### config.mk
export PLATFORM = sky130hd
export DESIGN_NAME = uart_tx_arbiter
export DESIGN_NICKNAME = d
export VERILOG_FILES = /design/src/rtl/uart_pkg.sv /design/src/rtl/rr_pick.sv /design/src/rtl/uart_tx_arbiter.sv
export SDC_FILE = /design/constraint.sdc
export NUM_CORES = 1
export LEC_CHECK = 0
export BUFFER_PORTS_ARGS = -buffer_cell sky130_fd_sc_hd__buf_2
export CAP_MARGIN = 0
export CORE_MARGIN = 2
export CORE_UTILIZATION = 45
export CTS_BUF_LIST = sky130_fd_sc_hd__clkbuf_8
export DETAILED_ROUTE_END_ITERATION = 10
export PLACE_DENSITY = 0.68
export SYNTH_ARGS = -nofsm -noshare
export SYNTH_HDL_FRONTEND = slang
export SYNTH_SLANG_ARGS = --single-unit
export TNS_END_PERCENT = 30
### constraint.sdc
create_clock -name clk -period 3.65 [get_ports clk]
set_input_delay 0.5475 -clock clk [delete_from_list [all_inputs] [get_ports clk]]
set_output_delay 0.5475 -clock clk [all_outputs]
set_load 0.02 [all_outputs]
### src/rtl/uart_pkg.sv
// Shared UART definitions: 8N1 frame constants, the baud divisor helper and
// the state encoding of the transmit arbiter.
package uart_pkg;

  localparam int UART_DATA_BITS  = 8;
  localparam int UART_STOP_BITS  = 1;
  localparam int UART_FRAME_BITS = 1 + UART_DATA_BITS + UART_STOP_BITS;

  localparam int ARB_HOLD_W = 25;

  typedef enum logic [2:0] {
    ARB_IDLE      = 3'd0,
    ARB_SEND      = 3'd1,
    ARB_WAIT_BUSY = 3'd2,
    ARB_WAIT_DONE = 3'd3,
    ARB_GAP       = 3'd4
  } arb_state_t;

  // Rounded clocks per bit for a given core clock and baud rate.
  function automatic int unsigned clks_per_bit(input int unsigned clk_hz,
                                               input int unsigned baud);
    return (clk_hz + baud / 2) / baud;
  endfunction

endpackage

### src/rtl/rr_pick.sv
// Combinational round-robin picker: first set request at or after ptr,
// wrapping modulo N.
module rr_pick #(
  parameter int N = 4,
  parameter int W = $clog2(N)
) (
  input  logic [N-1:0] req,
  input  logic [W-1:0] ptr,
  output logic [W-1:0] idx,
  output logic         any
);

  logic [N-1:0] rot;
  logic [W-1:0] off;
  logic [W:0]   sum;

  always_comb begin
    // Rotate so the pointer position lands on bit 0, then priority-encode.
    rot = N'({req, req} >> ptr);
    off = '0;
    for (int k = N - 1; k >= 0; k--) begin
      if (rot[k]) off = W'(k);
    end
    sum = {1'b0, ptr} + {1'b0, off};
    if (sum >= (W + 1)'(N)) sum = sum - (W + 1)'(N);
    idx = sum[W-1:0];
    any = |req;
  end

endmodule

### src/rtl/uart_tx_arbiter.sv
// Packet-granular round-robin arbiter sharing one 8N1 uart_tx among N_REQ
// byte-stream sources via a tx_start/tx_busy handshake.
module uart_tx_arbiter
  import uart_pkg::*;
#(
  parameter int N_REQ        = 4,
  parameter int GAP_CYCLES   = 0,
  parameter int HOLD_TIMEOUT = 25_000_000
) (
  input  logic               clk,
  input  logic               rst,
  input  logic [N_REQ-1:0]   req_valid,
  input  logic [8*N_REQ-1:0] req_data,
  input  logic [N_REQ-1:0]   req_last,
  output logic [N_REQ-1:0]   req_ready,
  output logic [7:0]         tx_data,
  output logic               tx_start,
  input  logic               tx_busy,
  output logic [2:0]         grant_id,
  output logic               grant_active,
  output logic               abort
);

  localparam int IDX_W = $clog2(N_REQ);
  localparam int GAP_W = (GAP_CYCLES > 1) ? $clog2(GAP_CYCLES) : 1;

  arb_state_t            state_q, state_n;
  logic [IDX_W-1:0]      gid_q, gid_n;
  logic [IDX_W-1:0]      rr_q, rr_n;
  logic                  active_q, active_n;
  logic [7:0]            tx_data_q, tx_data_n;
  logic                  tx_start_q, tx_start_n;
  logic                  abort_q, abort_n;
  logic                  last_q, last_n;
  logic [ARB_HOLD_W-1:0] hold_q, hold_n;
  logic [GAP_W-1:0]      gap_q, gap_n;

  logic [IDX_W-1:0] pick_idx;
  logic             pick_any;
  logic             sel_valid;
  logic             sel_last;
  logic [7:0]       sel_data;
  logic [IDX_W-1:0] rr_after;
  logic             release_pkt;

  rr_pick #(.N(N_REQ), .W(IDX_W)) u_pick (
    .req (req_valid),
    .ptr (rr_q),
    .idx (pick_idx),
    .any (pick_any)
  );

  assign sel_valid = req_valid[gid_q];
  assign sel_last  = req_last[gid_q];
  assign sel_data  = req_data[{gid_q, 3'b000} +: 8];
  assign rr_after  = (gid_q == IDX_W'(N_REQ - 1)) ? '0 : gid_q + IDX_W'(1);

  // Only the owner can see ready, and only while the transmitter is free.
  always_comb begin
    req_ready = '0;
    if (!rst && state_q == ARB_SEND && !tx_busy) req_ready[gid_q] = sel_valid;
  end

  always_comb begin
    state_n     = state_q;
    gid_n       = gid_q;
    rr_n        = rr_q;
    active_n    = active_q;
    tx_data_n   = tx_data_q;
    tx_start_n  = 1'b0;
    abort_n     = 1'b0;
    last_n      = last_q;
    hold_n      = hold_q;
    gap_n       = gap_q;
    release_pkt = 1'b0;

    case (state_q)
      ARB_IDLE: begin
        if (pick_any) begin
          gid_n    = pick_idx;
          active_n = 1'b1;
          hold_n   = '0;
          state_n  = ARB_SEND;
        end
      end
      ARB_SEND: begin
        if (sel_valid) begin
          if (!tx_busy) begin
            tx_data_n  = sel_data;
            tx_start_n = 1'b1;
            last_n     = sel_last;
            hold_n     = '0;
            state_n    = ARB_WAIT_BUSY;
          end
        end else if (hold_q == ARB_HOLD_W'(HOLD_TIMEOUT - 1)) begin
          abort_n     = 1'b1;
          release_pkt = 1'b1;
        end else if (hold_q != '1) begin
          hold_n = hold_q + ARB_HOLD_W'(1);
        end
      end
      ARB_WAIT_BUSY: begin
        if (tx_busy) state_n = ARB_WAIT_DONE;
      end
      ARB_WAIT_DONE: begin
        if (!tx_busy) begin
          if (last_q) release_pkt = 1'b1;
          else        state_n     = ARB_SEND;
        end
      end
      ARB_GAP: begin
        if (gap_q == GAP_W'(GAP_CYCLES - 1)) state_n = ARB_IDLE;
        else                                 gap_n   = gap_q + GAP_W'(1);
      end
      default: state_n = ARB_IDLE;
    endcase

    // grant_id deliberately keeps the last owner after release.
    if (release_pkt) begin
      active_n = 1'b0;
      rr_n     = rr_after;
      gap_n    = '0;
      state_n  = (GAP_CYCLES > 0) ? ARB_GAP : ARB_IDLE;
    end
  end

  always_ff @(posedge clk) begin
    if (rst) begin
      state_q    <= ARB_IDLE;
      gid_q      <= '0;
      rr_q       <= '0;
      active_q   <= 1'b0;
      tx_data_q  <= 8'h00;
      tx_start_q <= 1'b0;
      abort_q    <= 1'b0;
      last_q     <= 1'b0;
      hold_q     <= '0;
      gap_q      <= '0;
    end else begin
      state_q    <= state_n;
      gid_q      <= gid_n;
      rr_q       <= rr_n;
      active_q   <= active_n;
      tx_data_q  <= tx_data_n;
      tx_start_q <= tx_start_n;
      abort_q    <= abort_n;
      last_q     <= last_n;
      hold_q     <= hold_n;
      gap_q      <= gap_n;
    end
  end

  assign tx_data      = tx_data_q;
  assign tx_start     = tx_start_q;
  assign grant_id     = 3'(gid_q);
  assign grant_active = active_q;
  assign abort        = abort_q;

endmodule

==> summary.md <==
The flow ran to the end, and the final reports show no timing, DRC or antenna violations. The later pin in the worst-skew pair is clocked with a latency of 0.31 ns. The run gives 50.9% as the relative max-transition margin. Timing endpoint of the critical path: hold_q[20].

After global routing the overflow that remains totals 0. The maximum number of pins on one net before global-route repair was 25; the count of final hold-check violations was 0. Family with the most delay on the worst path: simple AND/OR/NAND/NOR gates. The share of total power dissipated in combinational logic is 35.0%. For this design, the slowest cell found on the critical path is sky130_fd_sc_hd__nor4_1. The power density normalized to cell area is 398 nW/µm². For the pin with the worst max-slew slack, the measured transition is 0.737 ns. Per report_power, the clock group accounts for 25.1% of the total.

Clock-pin slew was measured on the worst setup and hold paths at 0.09 ns. The setup check on the worst reg-to-reg path leaves a slack of 1.07 ns. The largest single stage delay on the critical path is 0.71 ns.

The critical setup path kind is reg -> reg. The beginning of the worst register-to-register path was hold_q[0]. Global routing used 20.3% of the available tracks across all layers. Clock tree synthesis found a total of 43 sinks. In the finished design, the share of the clock period the worst path needs comes to 70.7%. The worst setup path is launched from a flop. The number of core rows was 28.

STA puts the critical path data required time at 3.83 ns. Setup violations remaining at the end of the flow were counted as 0. By count the netlist is led by sky130_fd_sc_hd__dfxtp_1 (43), sky130_fd_sc_hd__nor2_1 (27), sky130_fd_sc_hd__nand2_1 (26), sky130_fd_sc_hd__mux2i_1 (14). Buffers inserted during clock tree synthesis total 5. In the synthesized netlist the dominant register cell turns out to be sky130_fd_sc_hd__dfxtp_1. The endpoint identified for the worst register-to-register timing path is hold_q[20]. The total nets after synthesis came out at 371. The repair_antennas step left the layout with diodes totalling 0. The HPWL reported at the end of detailed placement was 5120 µm; the number of flops mapped to enable cells by yosys was 0. The min-delay analysis places its worst path in the category reg -> reg.

Routability-driven placement finished with a final weighted congestion of 0.908. The cell count along the critical path came out at 6. The maximum fanout along the worst path was 9; the final total negative setup slack was 0 ns. The initial standard-cell utilization of the core is 47.0%, and the maximum root-to-sink buffer count is 2. Of the total power, registers draw 39.8%.

The setup slack of the critical path after layout was 1.07 ns. In this run the static leakage power is 1.23 nW. Ratio of cells with drive above 1 in the final layout: 24.6%. The number of buffer and inverter instances along the worst setup path is 0. Dividing the detail-routed wire length by the instance count gives 15.8 µm. The tool flagged a number of max-cap violations equal to 0. The clock tree synthesis step divided the H-tree into 2 levels. For met3 alone, demand over resource in global routing was 3.38%.

Buffers added to address setup during post-CTS repair amount to 0. The logs give 0 for the number of gates given a new drive strength after cts and 0 for the total of hold buffers inserted after clock tree synthesis. The total of flip-flops plus latches after synthesis was 43; the area of the mapped netlist was 2800 µm².

For the worst setup path, the data arrival time is 2.76 ns. The detailed router placed 2681 vias in this run. The number of pins exceeding their max-slew limit in the final report is 0. Of the total power, the share spent switching nets is 37.2%. The first global-routing pass estimated 11700 µm of wire. At the placement stage, the worst setup path has a slack of 0.925 ns. The most frequent cell after synthesis is sky130_fd_sc_hd__dfxtp_1. In this run the power spent charging and discharging nets is 0.477 mW. After technology mapping, the gate count stands at 317.

The worst-case IR drop observed on VDD is 291 µV. The die is 82.9 µm tall. After detailed routing, the number of vias per cell comes to 6.02. The via count of the first global-routing pass was 2460. Share of the yosys chip area belonging to registers: 30.8%. Overall power consumption after layout is estimated at 1.28 mW. After synthesis, the largest area contributor takes up 30.8% of total cell area. The end-of-flow core utilization was 54.3%. From synthesis to final layout, the design area changed by 15.5%.

For this run, design rule violations remaining after detail routing come to 0. After synthesis, the cell types taking the most area are sky130_fd_sc_hd__dfxtp_1 (31%), sky130_fd_sc_hd__mux4_2 (8.1%), sky130_fd_sc_hd__mux2i_1 (5.0%). The number of antenna violations at the first check in global routing was 0; the share of synthesized flip-flops with an asynchronous set or reset was 0%. For the fmax, the log shows 388 MHz. The signal on the critical path passes through ha_1 -> nand3_1 -> nor4_1 -> o211ai_1 -> o311ai_0 -> o41ai_1.

The run gives 4 as the iteration count of the initial detailed-routing pass. In the global route stage, met2 resource usage came out at 33.0%. The logs give 0 for the number of nets with antenna violations after routing and 423 for the post-layout net count. The die covers 6860 µm². The final critical path time including I/O delays and setup is 2.58 ns.

Largest area contributor in the synthesized netlist: sky130_fd_sc_hd__dfxtp_1. For this block, the routed nets add up to 7020 µm of wire. Setup repair after global routing left no endpoint under its margin. The met1 demand-to-capacity share in global routing was 27.7%; the cell count of the worst reg-to-reg path was 6.

The x dimension of the die works out to 82.9 µm. TritonCTS built the clock tree. For the final database, setup skew stands at 0.00634 ns. First element of the critical path: hold_q[0]. During I/O placement, the number of pins put on the boundary was 61. Final hold analysis gives a worst-case slack of 0.500 ns.

In this run the most used layer during global routing was met2. In this run the tool buffered the top-level ports with 59 buffer cells. Cell internal power was estimated by the tool at 0.807 mW.

The floorplan step defined a core boundary enclosing 5960 µm². The first routing iteration left 158 violations. The synthesized area per cell came out at 8.83 µm². The tree is rooted in a sky130_fd_sc_hd__clkbuf_8. The netlist uses 59 different library cells.

For the count of filler cells inserted in the layout, the log shows 577. Type of destination of the critical path: a flop. During synthesis, Yosys emitted a total of 0 warnings.
[metal layers]
| layer | wire length (µm) | share of wire (%) | vias to the layer above |
|---|---|---|---|
| met4 | 74 | 1.1 | 0 |
| met5 | 0 | 0 | - |
| met2 | 3330 | 47 | 67 |
| li1 | - | - | 1339 |
| met1 | 3320 | 47 | 1267 |
| met3 | 302 | 4.3 | 8 |
[state kept, by name, summed over array words and instances, names as in the netlist]
signal and count:
hold_q 25, tx_start 1, grant_active 1, abort 1, last_q 1, gid_q 2, tx_data 8, state_q 2
rr_q 2
[cell type report]
cell class / count / area, µm² / share of cell area, %
Clock buffer: 5 / 68.8 / 2.13
Clock inverter: 3 / 23.8 / 0.736
Inverter: 11 / 41.3 / 1.28
Multi-Input combinational cell: 242 / 1800 / 55.6
Sequential cell: 43 / 861 / 26.6
Tap cell: 75 / 93.8 / 2.90
Timing Repair Buffer: 66 / 348 / 10.8
[stage by stage]
stage | instance area (µm²) | std cells
floorplan | 2800 | 317
global placement | 3140 | 437
detailed placement | 3140 | 437
CTS | 3230 | 445
global route | 3230 | 445
finish | 3230 | 445
[placed cells by master, fill, tap and decap left out, types with 4 or more instances in the layout]
cell                       count
sky130_fd_sc_hd__a211o_1       4
sky130_fd_sc_hd__a21oi_1      10
sky130_fd_sc_hd__a31oi_1       9
sky130_fd_sc_hd__and2_1        6
sky130_fd_sc_hd__and4_1        4
sky130_fd_sc_hd__buf_2        59
sky130_fd_sc_hd__buf_4         7
sky130_fd_sc_hd__clkbuf_8      5
sky130_fd_sc_hd__dfxtp_1      43
sky130_fd_sc_hd__ha_1         11
sky130_fd_sc_hd__inv_1        11
sky130_fd_sc_hd__mux2i_1      14
sky130_fd_sc_hd__mux4_2       10
sky130_fd_sc_hd__nand2_1      26
sky130_fd_sc_hd__nand2b_1      4
sky130_fd_sc_hd__nand3_1       8
sky130_fd_sc_hd__nand3b_1      4
sky130_fd_sc_hd__nand4_1       7
sky130_fd_sc_hd__nor2_1       27
sky130_fd_sc_hd__nor3_1        9
sky130_fd_sc_hd__nor4_1       10
sky130_fd_sc_hd__o211ai_1      4
sky130_fd_sc_hd__o21ai_0       4
sky130_fd_sc_hd__o311ai_0      8
sky130_fd_sc_hd__o31ai_1       5
sky130_fd_sc_hd__or3_1        10
sky130_fd_sc_hd__or4_1         7
[tightest hold or removal path: stages, from the launching register on]
cell and delay [ns]:
sky130_fd_sc_hd__dfxtp_1 0.33, sky130_fd_sc_hd__mux2i_1 0.07, sky130_fd_sc_hd__nor2_1 0.07
[worst min path at each step]
stage | from | to | slack [ns] | cells past startpoint
after floorplan | hold_q[21] | hold_q[21] | 0.45 | 1
after global routing | hold_q[21] | hold_q[21] | 0.51 | 1
after detailed placement | hold_q[21] | hold_q[21] | 0.48 | 1
after CTS | hold_q[21] | hold_q[21] | 0.50 | 1
after global placement | tx_data[4] | tx_data[4] | 0.47 | 2
final | tx_data[6] | tx_data[6] | 0.50 | 2
[cell families (layout without fill, tap and decap cells)]
family | Yosys count | count (layout) | share of synthesized area (%)
multiplexers | 24 | 24 | 13.1
adder cells (fa/ha/maj) | 11 | 11 | 4.92
flip-flops | 43 | 43 | 30.8
other | 1 | 1 | 0.134
XOR/XNOR | 1 | 1 | 0.313
AND/OR/NAND/NOR | 136 | 136 | 26.7
buffers and inverters | 32 | 85 | 5.05
AO/OA/AOI/OAI | 69 | 69 | 19.0
[power by group through the flow]
stage | logic (mW) | clock network [mW] | registers (mW)
5_1_grt | 0.498 | 0.347 | 0.515
3_5_place_dp | 0.449 | 0 | 0.522
2_1_floorplan | 0.307 | 0 | 0.541
4_1_cts | 0.452 | 0.332 | 0.512
3_3_place_gp | 0.443 | 0 | 0.521
6_report | 0.450 | 0.323 | 0.512
(Power assumes the default switching activity.)
